**config.mk**
```make
export PLATFORM = sky130hd
export DESIGN_NAME = ddr_wr_ctrl
export DESIGN_NICKNAME = d
export VERILOG_FILES = /design/src/rtl/ddr_wr_ctrl.sv
export SDC_FILE = /design/constraint.sdc
export NUM_CORES = 2
export LEC_CHECK = 0
export ABC_AREA = 1
export CORE_MARGIN = 2
export CORE_UTILIZATION = 60
export DETAILED_ROUTE_END_ITERATION = 6
export DONT_BUFFER_PORTS = 1
export GPL_ROUTABILITY_DRIVEN = 1
export GPL_TIMING_DRIVEN = 0
export PLACE_DENSITY = 0.75
export SETUP_SLACK_MARGIN = 0.02
export SKIP_LAST_GASP = 1
export SYNTH_ARGS = -nofsm -noshare
export SYNTH_HDL_FRONTEND = slang
export SYNTH_SLANG_ARGS = --single-unit
export TNS_END_PERCENT = 20
```
**constraint.sdc**
```tcl
create_clock -name clk_i -period 51.8 [get_ports clk_i]
set_input_delay 12.95 -clock clk_i [delete_from_list [all_inputs] [get_ports clk_i]]
set_output_delay 12.95 -clock clk_i [all_outputs]
set_load 0.01 [all_outputs]
```
**src/rtl/ddr_wr_ctrl.sv**
```systemverilog
// DDR write controller: buffers user writes in a small FIFO and issues each one as a
// single-beat write with independent command and write-data handshakes.
module ddr_wr_ctrl #(
  parameter int DW    = 512,
  parameter int AW    = 30,
  parameter int DEPTH = 4
) (
  input  logic          clk_i,
  input  logic          rstn_i,
  input  logic          wr_req_i,
  input  logic [AW-1:0] wr_addr_i,
  input  logic [DW-1:0] wr_data_i,
  output logic          wr_full_o,
  output logic          wr_idle_o,
  input  logic          ddr_rdy_i,
  input  logic          ddr_wdf_rdy_i,
  output logic          ddr_en_o,
  output logic [2:0]    ddr_cmd_o,
  output logic [AW-1:0] ddr_addr_o,
  output logic          ddr_wdf_wren_o,
  output logic          ddr_wdf_end_o,
  output logic [DW-1:0] ddr_wdf_data_o
);

  localparam int PW = $clog2(DEPTH);

  typedef enum logic {
    IDLE  = 1'b0,
    ISSUE = 1'b1
  } state_t;

  state_t           state_r, state_nxt_s;
  logic [AW+DW-1:0] mem_r [DEPTH];
  logic [PW-1:0]    wr_ptr_r, rd_ptr_r;
  logic [PW:0]      count_r;
  logic             cmd_done_r, dat_done_r;
  logic             cmd_done_nxt_s, dat_done_nxt_s;
  logic [AW-1:0]    addr_r;
  logic [DW-1:0]    data_r;
  logic             empty_s, full_s, push_s, pop_s;
  logic             cmd_acc_s, dat_acc_s, both_s;

  assign full_s    = (count_r == (PW+1)'(DEPTH));
  assign empty_s   = (count_r == (PW+1)'(0));
  assign push_s    = wr_req_i & ~full_s;

  assign ddr_en_o       = (state_r == ISSUE) & ~cmd_done_r;
  assign ddr_wdf_wren_o = (state_r == ISSUE) & ~dat_done_r;
  assign ddr_wdf_end_o  = ddr_wdf_wren_o;
  assign ddr_cmd_o      = 3'b000;
  assign ddr_addr_o     = addr_r;
  assign ddr_wdf_data_o = data_r;
  assign wr_full_o      = full_s;
  assign wr_idle_o      = (state_r == IDLE) & empty_s;

  assign cmd_acc_s = ddr_en_o & ddr_rdy_i;
  assign dat_acc_s = ddr_wdf_wren_o & ddr_wdf_rdy_i;
  // Both halves count as done when finished earlier or accepted this very cycle.
  assign both_s    = (cmd_done_r | cmd_acc_s) & (dat_done_r | dat_acc_s);

  // Next-state, head pop and handshake-flag logic.
  always_comb begin
    state_nxt_s    = state_r;
    pop_s          = 1'b0;
    cmd_done_nxt_s = cmd_done_r;
    dat_done_nxt_s = dat_done_r;
    case (state_r)
      IDLE: begin
        cmd_done_nxt_s = 1'b0;
        dat_done_nxt_s = 1'b0;
        if (!empty_s) begin
          pop_s       = 1'b1;
          state_nxt_s = ISSUE;
        end else begin
          state_nxt_s = IDLE;
        end
      end
      ISSUE: begin
        if (both_s) begin
          cmd_done_nxt_s = 1'b0;
          dat_done_nxt_s = 1'b0;
          if (!empty_s) begin
            pop_s       = 1'b1;
            state_nxt_s = ISSUE;
          end else begin
            state_nxt_s = IDLE;
          end
        end else begin
          cmd_done_nxt_s = cmd_done_r | cmd_acc_s;
          dat_done_nxt_s = dat_done_r | dat_acc_s;
        end
      end
      default: begin
        state_nxt_s    = IDLE;
        cmd_done_nxt_s = 1'b0;
        dat_done_nxt_s = 1'b0;
      end
    endcase
  end

  // FSM state and handshake flags.
  always_ff @(posedge clk_i or negedge rstn_i) begin
    if (!rstn_i) begin
      state_r    <= IDLE;
      cmd_done_r <= 1'b0;
      dat_done_r <= 1'b0;
    end else begin
      state_r    <= state_nxt_s;
      cmd_done_r <= cmd_done_nxt_s;
      dat_done_r <= dat_done_nxt_s;
    end
  end

  // FIFO pointers and occupancy.
  always_ff @(posedge clk_i or negedge rstn_i) begin
    if (!rstn_i) begin
      wr_ptr_r <= PW'(0);
      rd_ptr_r <= PW'(0);
      count_r  <= (PW+1)'(0);
    end else begin
      if (push_s) wr_ptr_r <= wr_ptr_r + PW'(1);
      if (pop_s)  rd_ptr_r <= rd_ptr_r + PW'(1);
      case ({push_s, pop_s})
        2'b10:   count_r <= count_r + (PW+1)'(1);
        2'b01:   count_r <= count_r - (PW+1)'(1);
        default: count_r <= count_r;
      endcase
    end
  end

  // FIFO storage; contents are meaningless until written, so no reset.
  always_ff @(posedge clk_i) begin
    if (push_s) mem_r[wr_ptr_r] <= {wr_addr_i, wr_data_i};
  end

  // Output stage holds the current write stable until both halves are accepted.
  always_ff @(posedge clk_i or negedge rstn_i) begin
    if (!rstn_i) begin
      addr_r <= {AW{1'b0}};
      data_r <= {DW{1'b0}};
    end else if (pop_s) begin
      {addr_r, data_r} <= mem_r[rd_ptr_r];
    end
  end

endmodule

```
# Word level (Yosys, flattened, before mapping)
# Memory sizes are Yosys's and may differ from the RTL's. A register that Yosys moved wholly into a read port is not among the register bits.
# Cells that the tools add are included.
# totals
output_inout_bits	550
memories	1
word_cells	42
ff_bits	10
in_bits	547
mem_bits_rw	2168
# memory_table
name	depth	word_bits	read_ports	rd_ports_with_merged_regs	write_ports	line_no	rtl
mem_r	4	542	1	1	1	33	logic [AW+DW-1:0] mem_r [DEPTH];
# op_classes
add_sub_neg	4
muxes	12
reduce_logical	3
bitwise_logic	13
eq_ne	3
# op_table
cell	count
1-bit case mux with 2 select lines	4
1-bit bitwise AND	7
1-bit two-way mux	7
3-bit case mux with 2 select lines	1
2-bit by 1-bit adder with 2-bit output (second input constant)	2
1-bit NOT	4
3-bit by 1-bit adder with 3-bit output (second input constant)	1
3-bit equality test (second input constant)	1
3-bit zero test	1
3-bit by 1-bit subtractor with 3-bit output (second input constant)	1
2-bit by 1-bit equality test with 1-bit output (second input constant)	1
2-bit equality test (second input constant)	1
1-bit OR	2
2-bit nonzero test	1
1-bit zero test	1

# Logic depth before layout (Yosys ltp)
# depth
depth_word	9
depth_mapped	12

# Worst setup path after synthesis
# No wires, ideal clock.
# synth_timing
path_type	input to register
from	input wr_req_i
to	memory mem_r[0][0] (netlist name) (enable)
path_slack_ns	14.776
t_arrival_ns	35.561
n_path_buf	0
required_time_ns	50.337
stages	2
path_cell_list	o21ai_1 -> nor2_1
# synth_between
elab_chain_cells	3
# synth_lines
item	line_no	rtl
start, declared	10	input logic wr_req_i,
1-bit bitwise AND	45	assign push_s = wr_req_i & ~full_s;
1-bit two-way mux	133	if (push_s) mem_r[wr_ptr_r] <= {wr_addr_i, wr_data_i};
1-bit two-way mux (not written as such)	133	
end, declared	33	
# No other way between the ends.

# Worst setup path in the final report
# layout_timing
from	register count_r[0]
to	output wr_idle_o
# layout_between
elab_chain_cells	2
# layout_lines
item	line_no	rtl
start, declared	35	logic [PW:0] count_r;
start signal, assigned	119	count_r <= (PW+1)'(0);
start signal, assigned	124	2'b10: count_r <= count_r + (PW+1)'(1);
start signal, assigned	125	2'b01: count_r <= count_r - (PW+1)'(1);
3-bit zero test	44	assign empty_s = (count_r == (PW+1)'(0));
1-bit bitwise AND	54	assign wr_idle_o = (state_r == IDLE) & empty_s;
end, declared	14	output logic wr_idle_o,
# No other way between the ends.

==> metrics <==
root buffer cell clkbuf_16; Die Y 434.9 um; MaxCap Viol Count 0; die area 0.1892 sq mm; switching power around 2.9 mW; area occupied by multi-input gates 0.02201 sq mm; fin. max-slew vios 0; total negative slack 0 ps; first-pass GRT wire length 457900 um; top-count cell post-synth nand2_1; post-route insts no fill 14000; drt total wl 311300 um; top cell type by total area after synthesis edfxtp_1; slowest stage cell, crit path nor2_1; Max Fclk 0.06629 GHz; antenna viol nets, final 0; # hold bufs at CTS 0; HP Class reg2reg; share of total power in combinational logic 29.8%; EDFF count, synth 2168; Post-synth top flop edfxtp_1; top-area cell type share of the netlist area 58.43%; critical path endpoint wr_idle_o; core area 0.1850 sq mm; slowest stage delay, CP about 450 ps; Global Route Usage Sum 32.47%; initial antenna violation count 31; Setup crit start count_r[0]; crit path kind reg2out; Gates resized, CTS repair 0; Final Hold Violating Endpoints 0; Sw Share 37.47%; R2R Setup Slk 48420 ps; Post-Syn Instances 10860; Final Setup Violations 0; Commonest cells post-synth 4350 x nand2_1, 2186 x inv_1, 2168 x edfxtp_1, 1089 x nand3_1, 552 x dfrtp_1; reg2reg end mem_r[0][217]; Fin Clk Skew 52.31 ps; DRC Markers 0; Worst-path clk slew 60 ps; IO Count 1097; Critical Path Start Type register; Rows 158; status finished clean; gpl congestion 0.9154; maximum vdd ir drop 40.11 uV; clk buf depth 4; die width 434.9 um; fin nets 11810; Final Cycle Share 29.12%; DP Wirelength ~210000 um; crit end category primary output; vias in the first global route roughly 75000; synth top area cells edfxtp_1 58%, nand2_1 15%, dfrtp_1 12%; Critical Path RT 38850 ps; Synth-to-Final Area Change 13.03%; Crit Reg-Reg Startpoint count_r[0]; Synth async-reset ratio 20.29%; Placed Cells around 13000; largest net degree at the start of global routing 553; Starting Density 60.21%; Pwr per Cell Area ~61 mW/mm^2; Mean Syn Cell Area 10.26 sq um; Pleak 59.15 nW; wire per inst 22.24 um; htree depth 5; post-synthesis sequential area ratio 70.83%; Synth Warn # 0; via count 75690; register area roughly 0.079 sq mm; synthesized flop and latch total between 2000 and 3000; IO Port Bufs 0; Post-Layout Inst Area 0.1259 sq mm; relative slew slack 20.72%; # fillers ~13000; Clk Latency, worst-skew pair 950 ps; via/cell ratio between 5 and 6; mapped cell area between 0.1 and 0.15 sq mm; Util after Layout 68.06%; Post-DP Area 0.1166 sq mm; global route overflow 0; Tmin final 15090 ps; CP Data Arrival Time 2140 ps; TritonCTS clock tree built; CTS Buf Count 288; DR iter-0 viols roughly 7500; minimum hold slack between 500 and 600 ps; clock power share between 20% and 30%; CP max FO 3; router iterations before antenna repair 6; Final Power 7.659 mW; RSZ-0062 raised after global routing false; dpl ws around 36000 ps; setup bufs post-CTS 0; cell chain of the critical path inv_1 > nand3_1 > nor2_1; Netlist cell types 22; Slew @ Worst Pin approximately 1200 ps; share of power burned in registers about 44%; clock sink count around 2700; Pint about 4.8 mW; Final Worst Setup Slack between 30000 and 40000 ps; layout cells sized above 1 under 10%; r2r worst-path depth 10
-- cell usage in the layout (no fill, tap or decap), types with 4 or more instances in the layout --
master | netlist | layout
bufinv_16 | 0 | 15
clkinv_2 | 0 | 44
clkinvlp_4 | 0 | 4
inv_1 | 2186 | 2186
clkbuf_8 | 0 | 42
buf_12 | 0 | 78
clkbuf_1 | 135 | 205
buf_4 | 30 | 30
buf_1 | 28 | 28
inv_6 | 0 | 5
edfxtp_1 | 2168 | 2168
nor2_4 | 0 | 4
nand2_1 | 4350 | 4350
ha_1 | 5 | 5
nor2_1 | 10 | 6
clkbuf_16 | 0 | 297
nand3_1 | 1089 | 1089
dfrtp_1 | 552 | 552
buf_16 | 0 | 20
buf_2 | 293 | 293
clkinv_1 | 0 | 22
diode_2 | 0 | 53
-- worst min-delay path by stage --
stage                                    from  depth (start not counted)                   to  slack, ps
after floorplan                    cmd_done_r                          2           cmd_done_r        480
after global placement             dat_done_r                          2           dat_done_r        500
after detailed placement           dat_done_r                          2           dat_done_r        510
after CTS                          cmd_done_r                          2           cmd_done_r        530
after global routing      ddr_wdf_data_o[433]                          2  ddr_wdf_data_o[433]        560
final                              cmd_done_r                          2           cmd_done_r        530
-- power groups by stage --
stage / clock network [mW] / logic [mW] / registers, mW
floorplan: 0 / 1.44 / 3.58
global placement: 0 / 2.07 / 4.04
detailed placement: 0 / 2.24 / 3.41
CTS: 2.02 / 2.27 / 3.37
global route: 2.11 / 2.53 / 3.40
finish: 2.00 / 2.28 / 3.38
-- layout make-up --
cell class                 count  share of cell area (%)
tap                         2480                   2.464
buffer                       486                   1.829
clock buffer                 409                   6.569
sequential                  2720                   62.67
clock inverter                94                  0.6826
antenna                       53                  0.1053
timing repair buffer          98                   1.677
multi-input combinational   5469                   17.48
inverter                    2189                   6.525
-- flip-flops by register name (all words and copies together), names as in the netlist --
register and cells:
cmd_done_r 1, count_r 3, dat_done_r 1, ddr_addr_o 30, ddr_wdf_data_o 512, mem_r 2168
rd_ptr_r 2, state_r 1, wr_ptr_r 2
-- critical path, delay by kind of cell, from the launching register on --
family	cells	cell delay [ps]
buf+inv	1	90
flops	1	420
simple gates	2	690
-- kinds of logic after synthesis --
family / share of synthesized area [%]
and+or+nand+nor: 19.60
DFF: 70.83
buffers and inverters: 9.442
AOI/OAI and AO/OA: 0.02920
adders and majority gates: 0.07412
xor gates and xnor gates: 0.02359
other: 0.003366
-- routing by layer --
layer  vias up  global-route usage (%)  wire [um]
met5         -                       0         13
met4         2                   25.88      29750
met3      1032                   8.504      30900
met2      4024                   52.03     146800
met1     36160                   37.08     103800
li1      34470                       -          -
(Power assumes the default switching activity.)
